===== config.mk =====
export PLATFORM = sky130hd
export DESIGN_NAME = fetch_sequencer_flat
export DESIGN_NICKNAME = d
export VERILOG_FILES = /design/src/rtl/fetch_sequencer_pkg.sv /design/src/rtl/fetch_sequencer_if.sv /design/src/rtl/fetch_seq_perf.sv /design/src/rtl/fetch_sequencer.sv /design/src/flat_wrapper.sv
export SDC_FILE = /design/constraint.sdc
export NUM_CORES = 1
export LEC_CHECK = 0
export CAP_MARGIN = 20
export CORE_ASPECT_RATIO = 0.5
export CORE_MARGIN = 8
export CORE_UTILIZATION = 37
export DETAILED_ROUTE_END_ITERATION = 8
export HOLD_SLACK_MARGIN = 0.02
export MAX_ROUTING_LAYER = met4
export PLACE_DENSITY = 0.87
export SYNTH_ARGS = -nofsm -noshare
export SYNTH_HDL_FRONTEND = slang
export SYNTH_SLANG_ARGS = --single-unit
export TNS_END_PERCENT = 50

===== constraint.sdc =====
create_clock -name clk -period 5.4 [get_ports clk]
set_clock_uncertainty 0.1 [all_clocks]
set_input_delay 1.62 -clock clk [delete_from_list [all_inputs] [get_ports clk]]
set_output_delay 1.62 -clock clk [all_outputs]
set_load 0.1 [all_outputs]

===== src/rtl/fetch_sequencer_pkg.sv =====
// Shared types for the fetch sequencer: PC-next select encoding, FSM states
// and a small helper used to size the internal down-counters.
package fetch_sequencer_pkg;

    typedef enum logic [1:0] {
        STEP_FORWARD                = 2'd0,
        JUMP_TO_CALCULATED_REGISTER = 2'd1,
        JUMP_TO_LABEL               = 2'd2
    } PC_Next_Select_Case;

    typedef enum logic [1:0] {
        BOOT  = 2'd0,
        RUN   = 2'd1,
        FLUSH = 2'd2,
        HALT  = 2'd3
    } seq_state_e;

    // Bits needed to hold the values 0..max_val, never less than one bit.
    function automatic int counter_width(input int max_val);
        int w;
        w = 1;
        while ((1 << w) <= max_val) begin
            w = w + 1;
        end
        return w;
    endfunction

endpackage


===== src/rtl/fetch_sequencer_if.sv =====
// Bundle between the execute/hazard units (master) and the fetch sequencer
// (slave). Requests flow master->slave, fetch controls and perf counters
// flow slave->master.
interface fetch_sequencer_if #(
    parameter int CNT_W = 32
);
    import fetch_sequencer_pkg::*;

    logic               stall_req;
    logic               jalr_taken;
    logic               label_taken;
    logic               halt_req;
    logic               resume;

    PC_Next_Select_Case pc_sel;
    logic               pc_en;
    logic               flush_if_id;
    logic               flush_id_ex;
    logic               halted;
    logic [CNT_W-1:0]   stall_cnt;
    logic [CNT_W-1:0]   redirect_cnt;

    modport master (
        output stall_req, jalr_taken, label_taken, halt_req, resume,
        input  pc_sel, pc_en, flush_if_id, flush_id_ex, halted,
               stall_cnt, redirect_cnt
    );

    modport slave (
        input  stall_req, jalr_taken, label_taken, halt_req, resume,
        output pc_sel, pc_en, flush_if_id, flush_id_ex, halted,
               stall_cnt, redirect_cnt
    );

endinterface


===== src/rtl/fetch_seq_perf.sv =====
// Pair of saturating performance counters for the fetch sequencer: cycles in
// which a hazard stall was applied and redirects that were accepted.
module fetch_seq_perf #(
    parameter int CNT_W = 32
) (
    input  logic             clk,
    input  logic             rst_n,
    input  logic             stall_inc,
    input  logic             redirect_inc,
    output logic [CNT_W-1:0] stall_cnt,
    output logic [CNT_W-1:0] redirect_cnt
);

    // Stall cycle counter, sticks at all-ones instead of wrapping.
    always_ff @(posedge clk) begin
        if (!rst_n) begin
            stall_cnt <= '0;
        end else if (stall_inc && (stall_cnt != {CNT_W{1'b1}})) begin
            stall_cnt <= stall_cnt + CNT_W'(1);
        end
    end

    // Accepted redirect counter, sticks at all-ones instead of wrapping.
    always_ff @(posedge clk) begin
        if (!rst_n) begin
            redirect_cnt <= '0;
        end else if (redirect_inc && (redirect_cnt != {CNT_W{1'b1}})) begin
            redirect_cnt <= redirect_cnt + CNT_W'(1);
        end
    end

endmodule


===== src/rtl/fetch_sequencer.sv =====
// Fetch-stage control: picks the PC-next source, the PC write enable and the
// IF/ID and ID/EX squashes each cycle. Arbitrates execute redirects, halt and
// hazard stalls, and keeps fetch quiet for a boot window after reset.
// Optional build macro FETCH_SEQ_PERF_EN adds saturating stall/redirect
// counters; without it both counter outputs are constant zero.
module fetch_sequencer
    import fetch_sequencer_pkg::*;
#(
    parameter int BOOT_WAIT    = 4,
    parameter int FLUSH_CYCLES = 2,
    parameter int CNT_W        = 32
) (
    input  logic              clk,
    input  logic              rst_n,
    fetch_sequencer_if.slave  bus
);

    localparam int BOOT_W  = counter_width(BOOT_WAIT);
    localparam int FLUSH_W = counter_width(FLUSH_CYCLES);

    localparam logic [BOOT_W-1:0]  BOOT_LOAD  = BOOT_W'(BOOT_WAIT);
    localparam logic [FLUSH_W-1:0] FLUSH_LOAD = FLUSH_W'(FLUSH_CYCLES - 1);

    // With no boot window the first cycle after reset release is already RUN;
    // the reset override below still keeps fetch quiet while rst_n is low.
    localparam seq_state_e RESET_STATE = (BOOT_WAIT == 0) ? RUN : BOOT;

    seq_state_e         state_q;
    seq_state_e         state_d;
    logic [BOOT_W-1:0]  boot_cnt_q;
    logic [BOOT_W-1:0]  boot_cnt_d;
    logic [FLUSH_W-1:0] flush_cnt_q;
    logic [FLUSH_W-1:0] flush_cnt_d;
    logic               halted_q;

    logic               redirect;
    PC_Next_Select_Case redirect_sel;
    PC_Next_Select_Case pc_sel_c;
    logic               pc_en_c;
    logic               flush_if_id_c;
    logic               flush_id_ex_c;

    logic [CNT_W-1:0]   stall_cnt_w;
    logic [CNT_W-1:0]   redirect_cnt_w;

    assign redirect     = bus.jalr_taken | bus.label_taken;
    assign redirect_sel = bus.jalr_taken ? JUMP_TO_CALCULATED_REGISTER : JUMP_TO_LABEL;

    // Next-state and zero-latency fetch controls from current state and requests.
    always_comb begin
        state_d       = state_q;
        boot_cnt_d    = boot_cnt_q;
        flush_cnt_d   = flush_cnt_q;
        pc_sel_c      = STEP_FORWARD;
        pc_en_c       = 1'b0;
        flush_if_id_c = 1'b0;
        flush_id_ex_c = 1'b0;

        case (state_q)
            BOOT: begin
                flush_if_id_c = 1'b1;
                flush_id_ex_c = 1'b1;
                if (boot_cnt_q <= BOOT_W'(1)) begin
                    boot_cnt_d = '0;
                    state_d    = RUN;
                end else begin
                    boot_cnt_d = boot_cnt_q - BOOT_W'(1);
                end
            end

            RUN, FLUSH: begin
                if (redirect) begin
                    pc_sel_c      = redirect_sel;
                    pc_en_c       = 1'b1;
                    flush_if_id_c = 1'b1;
                    flush_id_ex_c = 1'b1;
                    if (FLUSH_CYCLES > 1) begin
                        state_d     = FLUSH;
                        flush_cnt_d = FLUSH_LOAD;
                    end else begin
                        state_d     = RUN;
                        flush_cnt_d = '0;
                    end
                end else if (state_q == FLUSH) begin
                    // Stall/halt here come from squashed instructions, so skip them.
                    pc_en_c       = 1'b1;
                    flush_if_id_c = 1'b1;
                    if (flush_cnt_q <= FLUSH_W'(1)) begin
                        flush_cnt_d = '0;
                        state_d     = RUN;
                    end else begin
                        flush_cnt_d = flush_cnt_q - FLUSH_W'(1);
                    end
                end else if (bus.halt_req) begin
                    state_d = HALT;
                end else if (!bus.stall_req) begin
                    pc_en_c = 1'b1;
                end
            end

            HALT: begin
                if (bus.resume) begin
                    state_d = RUN;
                end
            end

            default: begin
                state_d = BOOT;
            end
        endcase

        if (!rst_n) begin
            pc_sel_c      = STEP_FORWARD;
            pc_en_c       = 1'b0;
            flush_if_id_c = 1'b1;
            flush_id_ex_c = 1'b1;
        end
    end

    // State, boot/flush counters and the registered halted flag.
    always_ff @(posedge clk) begin
        if (!rst_n) begin
            state_q     <= RESET_STATE;
            boot_cnt_q  <= BOOT_LOAD;
            flush_cnt_q <= '0;
            halted_q    <= 1'b0;
        end else begin
            state_q     <= state_d;
            boot_cnt_q  <= boot_cnt_d;
            flush_cnt_q <= flush_cnt_d;
            halted_q    <= (state_d == HALT);
        end
    end

`ifdef FETCH_SEQ_PERF_EN
    logic stall_apply;
    logic redirect_accept;

    assign stall_apply     = (state_q == RUN) && !redirect && !bus.halt_req && bus.stall_req;
    assign redirect_accept = ((state_q == RUN) || (state_q == FLUSH)) && redirect;

    fetch_seq_perf #(
        .CNT_W (CNT_W)
    ) u_perf (
        .clk          (clk),
        .rst_n        (rst_n),
        .stall_inc    (stall_apply),
        .redirect_inc (redirect_accept),
        .stall_cnt    (stall_cnt_w),
        .redirect_cnt (redirect_cnt_w)
    );
`else
    assign stall_cnt_w    = {CNT_W{1'b0}};
    assign redirect_cnt_w = {CNT_W{1'b0}};
`endif

    assign bus.pc_sel       = pc_sel_c;
    assign bus.pc_en        = pc_en_c;
    assign bus.flush_if_id  = flush_if_id_c;
    assign bus.flush_id_ex  = flush_id_ex_c;
    assign bus.halted       = halted_q;
    assign bus.stall_cnt    = stall_cnt_w;
    assign bus.redirect_cnt = redirect_cnt_w;

endmodule

===== src/flat_wrapper.sv =====
// flat-port wrapper written by rule: the top's interface ports become plain ports
module fetch_sequencer_flat import fetch_sequencer_pkg::*;
#(
    parameter int BOOT_WAIT    = 4,
    parameter int FLUSH_CYCLES = 2,
    parameter int CNT_W        = 32
)
  (clk, rst_n, bus_stall_req, bus_jalr_taken, bus_label_taken, bus_halt_req, bus_resume, bus_pc_sel, bus_pc_en, bus_flush_if_id, bus_flush_id_ex, bus_halted, bus_stall_cnt, bus_redirect_cnt);
  fetch_sequencer_if #(.CNT_W(CNT_W)) bus_i ();
  input  logic clk;
  input  logic rst_n;
  input wire logic [$bits(bus_i.stall_req)-1:0] bus_stall_req;
  input wire logic [$bits(bus_i.jalr_taken)-1:0] bus_jalr_taken;
  input wire logic [$bits(bus_i.label_taken)-1:0] bus_label_taken;
  input wire logic [$bits(bus_i.halt_req)-1:0] bus_halt_req;
  input wire logic [$bits(bus_i.resume)-1:0] bus_resume;
  output wire logic [$bits(bus_i.pc_sel)-1:0] bus_pc_sel;
  output wire logic [$bits(bus_i.pc_en)-1:0] bus_pc_en;
  output wire logic [$bits(bus_i.flush_if_id)-1:0] bus_flush_if_id;
  output wire logic [$bits(bus_i.flush_id_ex)-1:0] bus_flush_id_ex;
  output wire logic [$bits(bus_i.halted)-1:0] bus_halted;
  output wire logic [$bits(bus_i.stall_cnt)-1:0] bus_stall_cnt;
  output wire logic [$bits(bus_i.redirect_cnt)-1:0] bus_redirect_cnt;
  assign bus_i.stall_req = bus_stall_req;
  assign bus_i.jalr_taken = bus_jalr_taken;
  assign bus_i.label_taken = bus_label_taken;
  assign bus_i.halt_req = bus_halt_req;
  assign bus_i.resume = bus_resume;
  assign bus_pc_sel = bus_i.pc_sel;
  assign bus_pc_en = bus_i.pc_en;
  assign bus_flush_if_id = bus_i.flush_if_id;
  assign bus_flush_id_ex = bus_i.flush_id_ex;
  assign bus_halted = bus_i.halted;
  assign bus_stall_cnt = bus_i.stall_cnt;
  assign bus_redirect_cnt = bus_i.redirect_cnt;
  fetch_sequencer #(.BOOT_WAIT(BOOT_WAIT), .FLUSH_CYCLES(FLUSH_CYCLES), .CNT_W(CNT_W)) u_core (.clk(clk), .rst_n(rst_n), .bus(bus_i));
endmodule

==> out/results.tsv, run 1 <==
stage	metric	value	unit
status	outcome	finished clean	
grt	initial antenna violation count	0	
yosys	mux share of post-synthesis cell area	0.00971	
floorplanning	IO Pins	77	
yosys	main combinational cell family by area after synthesis	buffers and inverters	
yosys	unique cell type count in the Yosys netlist	33	
yosys	Post-Synth Adder-Cell Area	0.0728	
grt	vias in the first global route	692	
floorplanning	DIE WIDTH	90.7	um
grt	grt met3 use	0.0254	
floorplanning	DIE HEIGHT	53.3	um
drt	DR iter-0 viols	29	
floorplanning	core region area	2620	sq um
setup_path	Crit Path Category	in2out	
min_path	Worst Hold End	u_core.flush_cnt_q[0]	
timing	final worst setup slack	0.678	ns
grt	GRT Max-Usage Layer	met2	
yosys	Synth Instances	129	
power	Peak VDD IR	0.157	mV
placed_design	routability cong.	0.746	
clock_network	H-tree Lvls	1	
placed_design	worst slack, placed	0.692	ns
clock_network	Root Buffer	clkbuf_8	
clock_network	post-CTS setup buffer count	0	
finish	# fillers	266	
floorplanning	site row count	13	
setup_path	CP max-delay cell	clkdlybuf4s50_1	
setup_path	Worst Path Required	3.68	ns
finish	final net count	155	
yosys	complex-gate fraction of the synthesized area	0.138	
yosys	Yosys warnings	0	
setup_path	CP arrival	3.00	ns
setup_path	Bufs and invs on worst path	2	
setup_path	crit-path cells	clkdlybuf4s50_1, or3_1, a21oi_1, o21ai_0, buf_4	
timing	Final Max Slew Viols	0	
timing	Final min period	4.72	ns
clock_network	Sink Count	8	
yosys	Seq cells post-synth	8	
placed_design	Buffers on Ports	12	
drt	Detailed Routing Iterations Pass 1	4	
finish	synth-to-layout area growth	-6.31	%
placed_design	post-detail-place hpwl	1660	um
yosys	Seq/Total Area, Yosys	0.155	
yosys	Mapped Avg Cell Area	7.99	sq um
clock_network	CTS tree	done	
setup_path	crit path max fanout	4	
timing	relative slew slack	0.354	
power	static leakage	0.517	nW
setup_path	worst r2r dst	u_core.bus.halted	
power	Design Power	557	uW
clock_network	post-CTS sizing	0	
setup_path	Crit path max-delay family	buffers and inverters	
clock_network	clock latency on the worst-skew pair	0.22	ns
grt	first-pass GRT wire length	2830	um
floorplanning	die area	4830	sq um
timing	fmax	212	MHz
drt	Wirelength per Cell	10.9	um
grt	total grt overflow	0	
grt	M1 GR Usage	0.0658	
clock_network	register clock-pin slew on the reported worst setup and hold paths	0.04	ns
power	pwr/cell area	576	nW/um^2
setup_path	Worst setup EP type	output port	
drt	Total Wirelength	1930	um
min_path	Hold WC Path Type	reg2reg	
finish	layout cells sized above 1	0.0786	
floorplanning	Starting Density	0.394	
yosys	Syn Std Cell Area	1030	sq um
grt	grt met2 use	0.137	
setup_path	FF-to-FF setup slack	3.62	ns
drt	Via density	3.73	
grt	GRT Total Usage	0.0732	
setup_path	Reg2Reg Launch Point	u_core.state_q[0]	
timing	final number of setup-violating endpoints	0	
min_path	Hold Crit Start	u_core.flush_cnt_q[0]	
clock_network	Longest Clk Path Bufs	2	
clock_network	TritonCTS Buffers	3	
timing	Hold Violations, Final	0	
finish	ANT cells	0	
drt	DR DRC count	0	
run	Max Cap Viol	0	
clock_network	hold buffer count at CTS	0	
timing	RSZ-0062 raised after global routing	false	
drt	Routed Antenna Nets	0	
setup_path	Reg2Reg Depth	6	
timing	Worst Tran Pin Value	0.966	ns
setup_path	CP max stage delay	0.45	ns
min_path	hold depth	2	
setup_path	crit start category	input pin	
yosys	Synth Area in XOR/XNOR	0	
grt	largest net degree at the start of global routing	13	
yosys	simple-gate share of the synthesized area	0.124	
drt	via count	661	
timing	period utilization	0.874	
==> kinds of logic after synthesis <==
logic type               count (synthesis)
flip-flops                               8
AND/OR/NAND/NOR                         22
adder cells (fa/ha/maj)                  6
other                                    1
AO/OA/AOI/OAI                           20
buffers and inverters                   71
multiplexers                             1
==> worst max-delay path by stage <==
| stage | startpoint | end | slack [ns] | cells past startpoint |
|---|---|---|---|---|
| finish | bus_label_taken | bus_flush_if_id | 0.68 | 5 |
| global route | bus_label_taken | bus_flush_if_id | 0.64 | 5 |
| CTS | bus_label_taken | bus_flush_if_id | 0.68 | 5 |
| detailed placement | bus_label_taken | bus_flush_if_id | 0.69 | 5 |
| global placement | bus_label_taken | bus_flush_if_id | 0.78 | 5 |
| floorplan | bus_label_taken | bus_flush_if_id | -0.21 | 3 |
==> per-layer routing <==
metal / wire [um] / up-vias / part of all wire
met2: 1060 / 40 / 0.55
met3: 108 / 2 / 0.056
met5: 0 / - / 0
met4: 27 / 0 / 0.014
li1: - / 314 / -
met1: 735 / 305 / 0.38
==> tightest hold or removal path, delay by kind of cell, from the launching register on <==
kind / cells / cell delay (ns)
flops: 1 / 0.31
compound gates: 1 / 0.06
simple gates: 1 / 0.05
==> power breakdown <==
part	switching, mW	total [mW]	leakage (nW)	internal, mW
Sequential	0.0148	0.0915	0.0658	0.0767
Clock	0.0221	0.0703	0.0216	0.0482
Combinational	0.329	0.395	0.429	0.0653
==> cell usage after synthesis <==
cell type | number | area [sq um]
o21ai_0 | 5 | 25.0
o211a_1 | 1 | 10.0
or3_1 | 1 | 6.26
inv_1 | 4 | 15.0
and3_1 | 2 | 12.5
a21boi_0 | 1 | 7.51
clkbuf_1 | 1 | 3.75
a221oi_2 | 1 | 15.0
a21oi_1 | 3 | 15.0
o21ai_1 | 1 | 5.00
o21ba_1 | 1 | 10.0
ha_1 | 6 | 75.1
o211ai_1 | 1 | 7.51
nor2b_1 | 3 | 18.8
o21a_1 | 1 | 7.51
and4b_1 | 1 | 10.0
or2_1 | 1 | 6.26
and2_1 | 3 | 18.8
o22ai_1 | 1 | 6.26
nand3_1 | 1 | 5.00
o21ai_2 | 1 | 8.76
o311ai_1 | 1 | 8.76
dfxtp_1 | 8 | 160
a21boi_1 | 1 | 7.51
buf_4 | 65 | 488
mux2i_1 | 1 | 10.0
nand2_1 | 4 | 15.0
buf_2 | 1 | 5.00
or2_4 | 1 | 8.76
nor2_1 | 3 | 11.3
conb_1 | 1 | 3.75
nand3b_1 | 2 | 15.0
a31o_1 | 1 | 8.76
==> through the flow <==
step / instance area [sq um] / utilization / cells / hold WS (ns) / TNS (ns)
2_1_floorplan: 1270 / - / 192 / 0.344 / -0.205
3_3_place_gp: 925 / 0.353 / 174 / 0.356 / 0
3_5_place_dp: 925 / 0.353 / 174 / 0.376 / 0
4_1_cts: 966 / 0.369 / 177 / 0.381 / 0
5_1_grt: 966 / 0.369 / 177 / 0.385 / 0
6_report: 966 / 0.369 / 177 / 0.376 / 0
==> sequential cells by signal (all words and copies together) (netlist names) <==
register / cells
u_core.boot_cnt_q: 3
u_core.bus.halted: 1
u_core.flush_cnt_q: 2
u_core.state_q: 2
==> final cells by class <==
type | instances | area, sq um | share of cell area
Clock buffer | 3 | 41.3 | 0.0427
Inverter | 4 | 15.0 | 0.0155
Multi-Input combinational cell | 113 | 596 | 0.617
Sequential cell | 8 | 160 | 0.166
Tap cell | 37 | 46.3 | 0.0479
Timing Repair Buffer | 12 | 108 | 0.111
==> cell usage in the layout, fill, tap and decap left out, types with 2 or more instances in the layout <==
master,instances
conb_1,64
nand3b_1,2
clkbuf_8,3
clkdlybuf4s50_1,7
buf_4,5
dfxtp_1,8
nand2_1,4
and2_1,3
nor2_1,3
o21ai_0,4
ha_1,6
and3_1,2
o21ai_1,2
inv_1,4
a21oi_1,3
nor2b_1,3
(Power assumes the default switching activity.)
==> run 2, diff against run 1 <==
CORE_ASPECT_RATIO = default   (was 0.5)
CORE_MARGIN = default   (was 8)
TNS_END_PERCENT = 5   (was 50)
==> out/results.tsv, run 2 (synthesis gave the netlist of run 1 again) <==
stage	metric	value	unit	change
timing	relative slew slack	0.352		-0.00252
floorplanning	die area	3000	sq um	-38%
finish	# fillers	278		+4.5%
power	switching share of power	0.677		+0.0184
timing	Worst Tran Pin Value	0.970	ns	+0.00377 ns
drt	via count	654		-1.1%
clock_network	Longest Clk Path Bufs	2		unchanged
finish	ANT cells	0		unchanged
placed_design	worst slack, placed	0.733	ns	+0.0405 ns
drt	Routed Antenna Nets	0		unchanged
power	combinational power share	0.745		+0.036
clock_network	TritonCTS Buffers	3		unchanged
power	Psw	361	uW	-1.5%
placed_design	Buffers on Ports	12		unchanged
clock_network	hold buffer count at CTS	0		unchanged
floorplanning	Starting Density	0.405		+0.0114
drt	Detailed Routing Iterations Pass 1	4		unchanged
floorplanning	DIE HEIGHT	54.8	um	+2.7%
setup_path	Worst setup EP type	output port		
setup_path	FF-to-FF setup slack	3.63	ns	about the same
drt	Total Wirelength	1340	um	-31%
finish	most frequent cells in the layout	conb_1, dfxtp_1, clkdlybuf4s50_1		
timing	final number of setup-violating endpoints	0		unchanged
clock_network	post-CTS sizing	0		unchanged
setup_path	Critical Path End	bus_flush_if_id		
floorplanning	DIE WIDTH	54.8	um	-40%
setup_path	Reg2Reg Depth	5		-1
power	Power Internal	172	uW	-9.4%
finish	Biggest register	u_core.boot_cnt_q		
timing	fmax	215	MHz	+1.3%
drt	Via density	3.85		+3.0%
clock_network	Sink Count	8		unchanged
finish	final net count	155		unchanged
timing	RSZ-0062 raised after global routing	false		
clock_network	clock latency on the worst-skew pair	0.25	ns	+0.03 ns
timing	period utilization	0.863		-0.0114
finish	most common cell after layout, fill and taps aside	conb_1		
placed_design	post-detail-place hpwl	1090	um	-35%
placed_design	Placed Area	928	sq um	+0.41%
setup_path	crit start category	input pin		
grt	total grt overflow	0		unchanged
power	Peak VDD IR	0.274	mV	+74%
finish	layout cells sized above 1	0.0786		unchanged
timing	Sum Neg Setup Slack	0	ns	unchanged
setup_path	Crit. Startpoint	bus_label_taken		
timing	Final min period	4.66	ns	-0.0615 ns
setup_path	Crit Path Category	in2out		
drt	DR DRC count	0		unchanged
power	clock share of power	0.085		-0.041
grt	largest net degree at the start of global routing	13		unchanged
grt	initial antenna violation count	0		unchanged
power	pwr/cell area	561	nW/um^2	-2.7%
finish	synth-to-layout area growth	-7.77	%	
setup_path	Worst Path Required	3.68	ns	about the same
power	Sequential Power Share	0.170		+0.006
timing	final worst setup slack	0.739	ns	+0.0615 ns
finish	largest registers	u_core.boot_cnt_q (3), u_core.flush_cnt_q (2), u_core.state_q (2)		
floorplanning	site row count	18		+5
floorplanning	core region area	2540	sq um	-2.8%
placed_design	routability cong.	0.821		+10%
grt	first-pass GRT wire length	2020	um	-29%
drt	DR iter-0 viols	10		-66%
drt	Wirelength per Cell	7.91	um	-28%
clock_network	post-CTS setup buffer count	0		unchanged
run	Max Cap Viol	0		unchanged
clock_network	H-tree Lvls	1		unchanged
grt	vias in the first global route	486		-30%
floorplanning	IO Pins	77		unchanged
setup_path	worst r2r dst	u_core.bus.halted		
power	static leakage	0.515	nW	-0.31%
status	outcome	finished clean		
finish	fin area	951	sq um	-1.6%
timing	Final Max Slew Viols	0		unchanged
power	Design Power	533	uW	-4.2%
finish	Largest register FFs	3		unchanged
clock_network	register clock-pin slew on the reported worst setup and hold paths	0.06	ns	+0.02 ns
grt	GRT Total Usage	0.101		+0.0279
setup_path	Reg2Reg Launch Point	u_core.state_q[1]		
clock_network	CTS tree	done		
timing	Hold Violations, Final	0		unchanged
setup_path	CP arrival	2.94	ns	-0.06 ns
min_path	Hold WC Path Type	reg2reg		
clock_network	Root Buffer	clkbuf_4		
setup_path	crit path max fanout	4		unchanged
## run 2: cell types whose count changed in the layout (fill, tap and decap cells not counted)
cell	delta
buf_4	-1
clkbuf_8	-3
clkbuf_4	+3
buf_12	+1
## run 2: layout make-up
cell class	count	area (sq um)	area share
inverters	4	15.0	0.0158
multi-input cells	113	596	0.626
clock buffers	3	22.5	0.0237
flip-flops and latches	8	160	0.168
well taps	30	37.5	0.0395
repair buffers	12	120	0.126
## run 2: worst min path at each step
stage	end	start	depth (start not counted)	slack [ns]
floorplan	u_core.flush_cnt_q[0]	u_core.flush_cnt_q[0]	2	0.34
global placement	u_core.flush_cnt_q[0]	u_core.flush_cnt_q[0]	2	0.36
detailed placement	u_core.flush_cnt_q[0]	u_core.flush_cnt_q[0]	2	0.37
CTS	u_core.flush_cnt_q[0]	u_core.flush_cnt_q[0]	2	0.37
global route	u_core.flush_cnt_q[0]	u_core.flush_cnt_q[0]	2	0.40
finish	u_core.flush_cnt_q[0]	u_core.flush_cnt_q[0]	2	0.36
## run 2: per-layer routing
layer  vias up  routed length, um  global-route usage
li1        313                  -                   -
met1       294                524               0.110
met2        45                693               0.157
met3         2                 99                   0
met4         0                 27               0.115
met5         -                  0                   -
## run 2: stage by stage
step	cells	util	hold slack, ns
2_1_floorplan	192	-	0.344
3_3_place_gp	167	0.365	0.360
3_5_place_dp	167	0.365	0.370
4_1_cts	170	0.374	0.368
5_1_grt	170	0.374	0.400
6_report	170	0.374	0.365
## run 2: power by group through the flow
stage / Sequential (mW) / Clock (mW) / Combinational [mW]
2_1_floorplan: 0.0948 / 0 / 0.387
3_3_place_gp: 0.0919 / 0 / 0.389
3_5_place_dp: 0.0918 / 0 / 0.396
4_1_cts: 0.0907 / 0.0473 / 0.397
5_1_grt: 0.0942 / 0.0506 / 0.420
6_report: 0.0908 / 0.0454 / 0.397
## run 2: critical path, stage by stage
cell and delay (ns):
clkdlybuf4s50_1 0.44, or3_1 0.38, a21oi_1 0.14, o21ai_0 0.14
buf_12 0.22
==> run 3, diff against run 2 <==
CAP_MARGIN = default   (was 20)
CTS_CLUSTER_SIZE = 10   (was default)
==> results of run 3 <==
The final DEF is identical to that of run 2; final timing and power are the same.
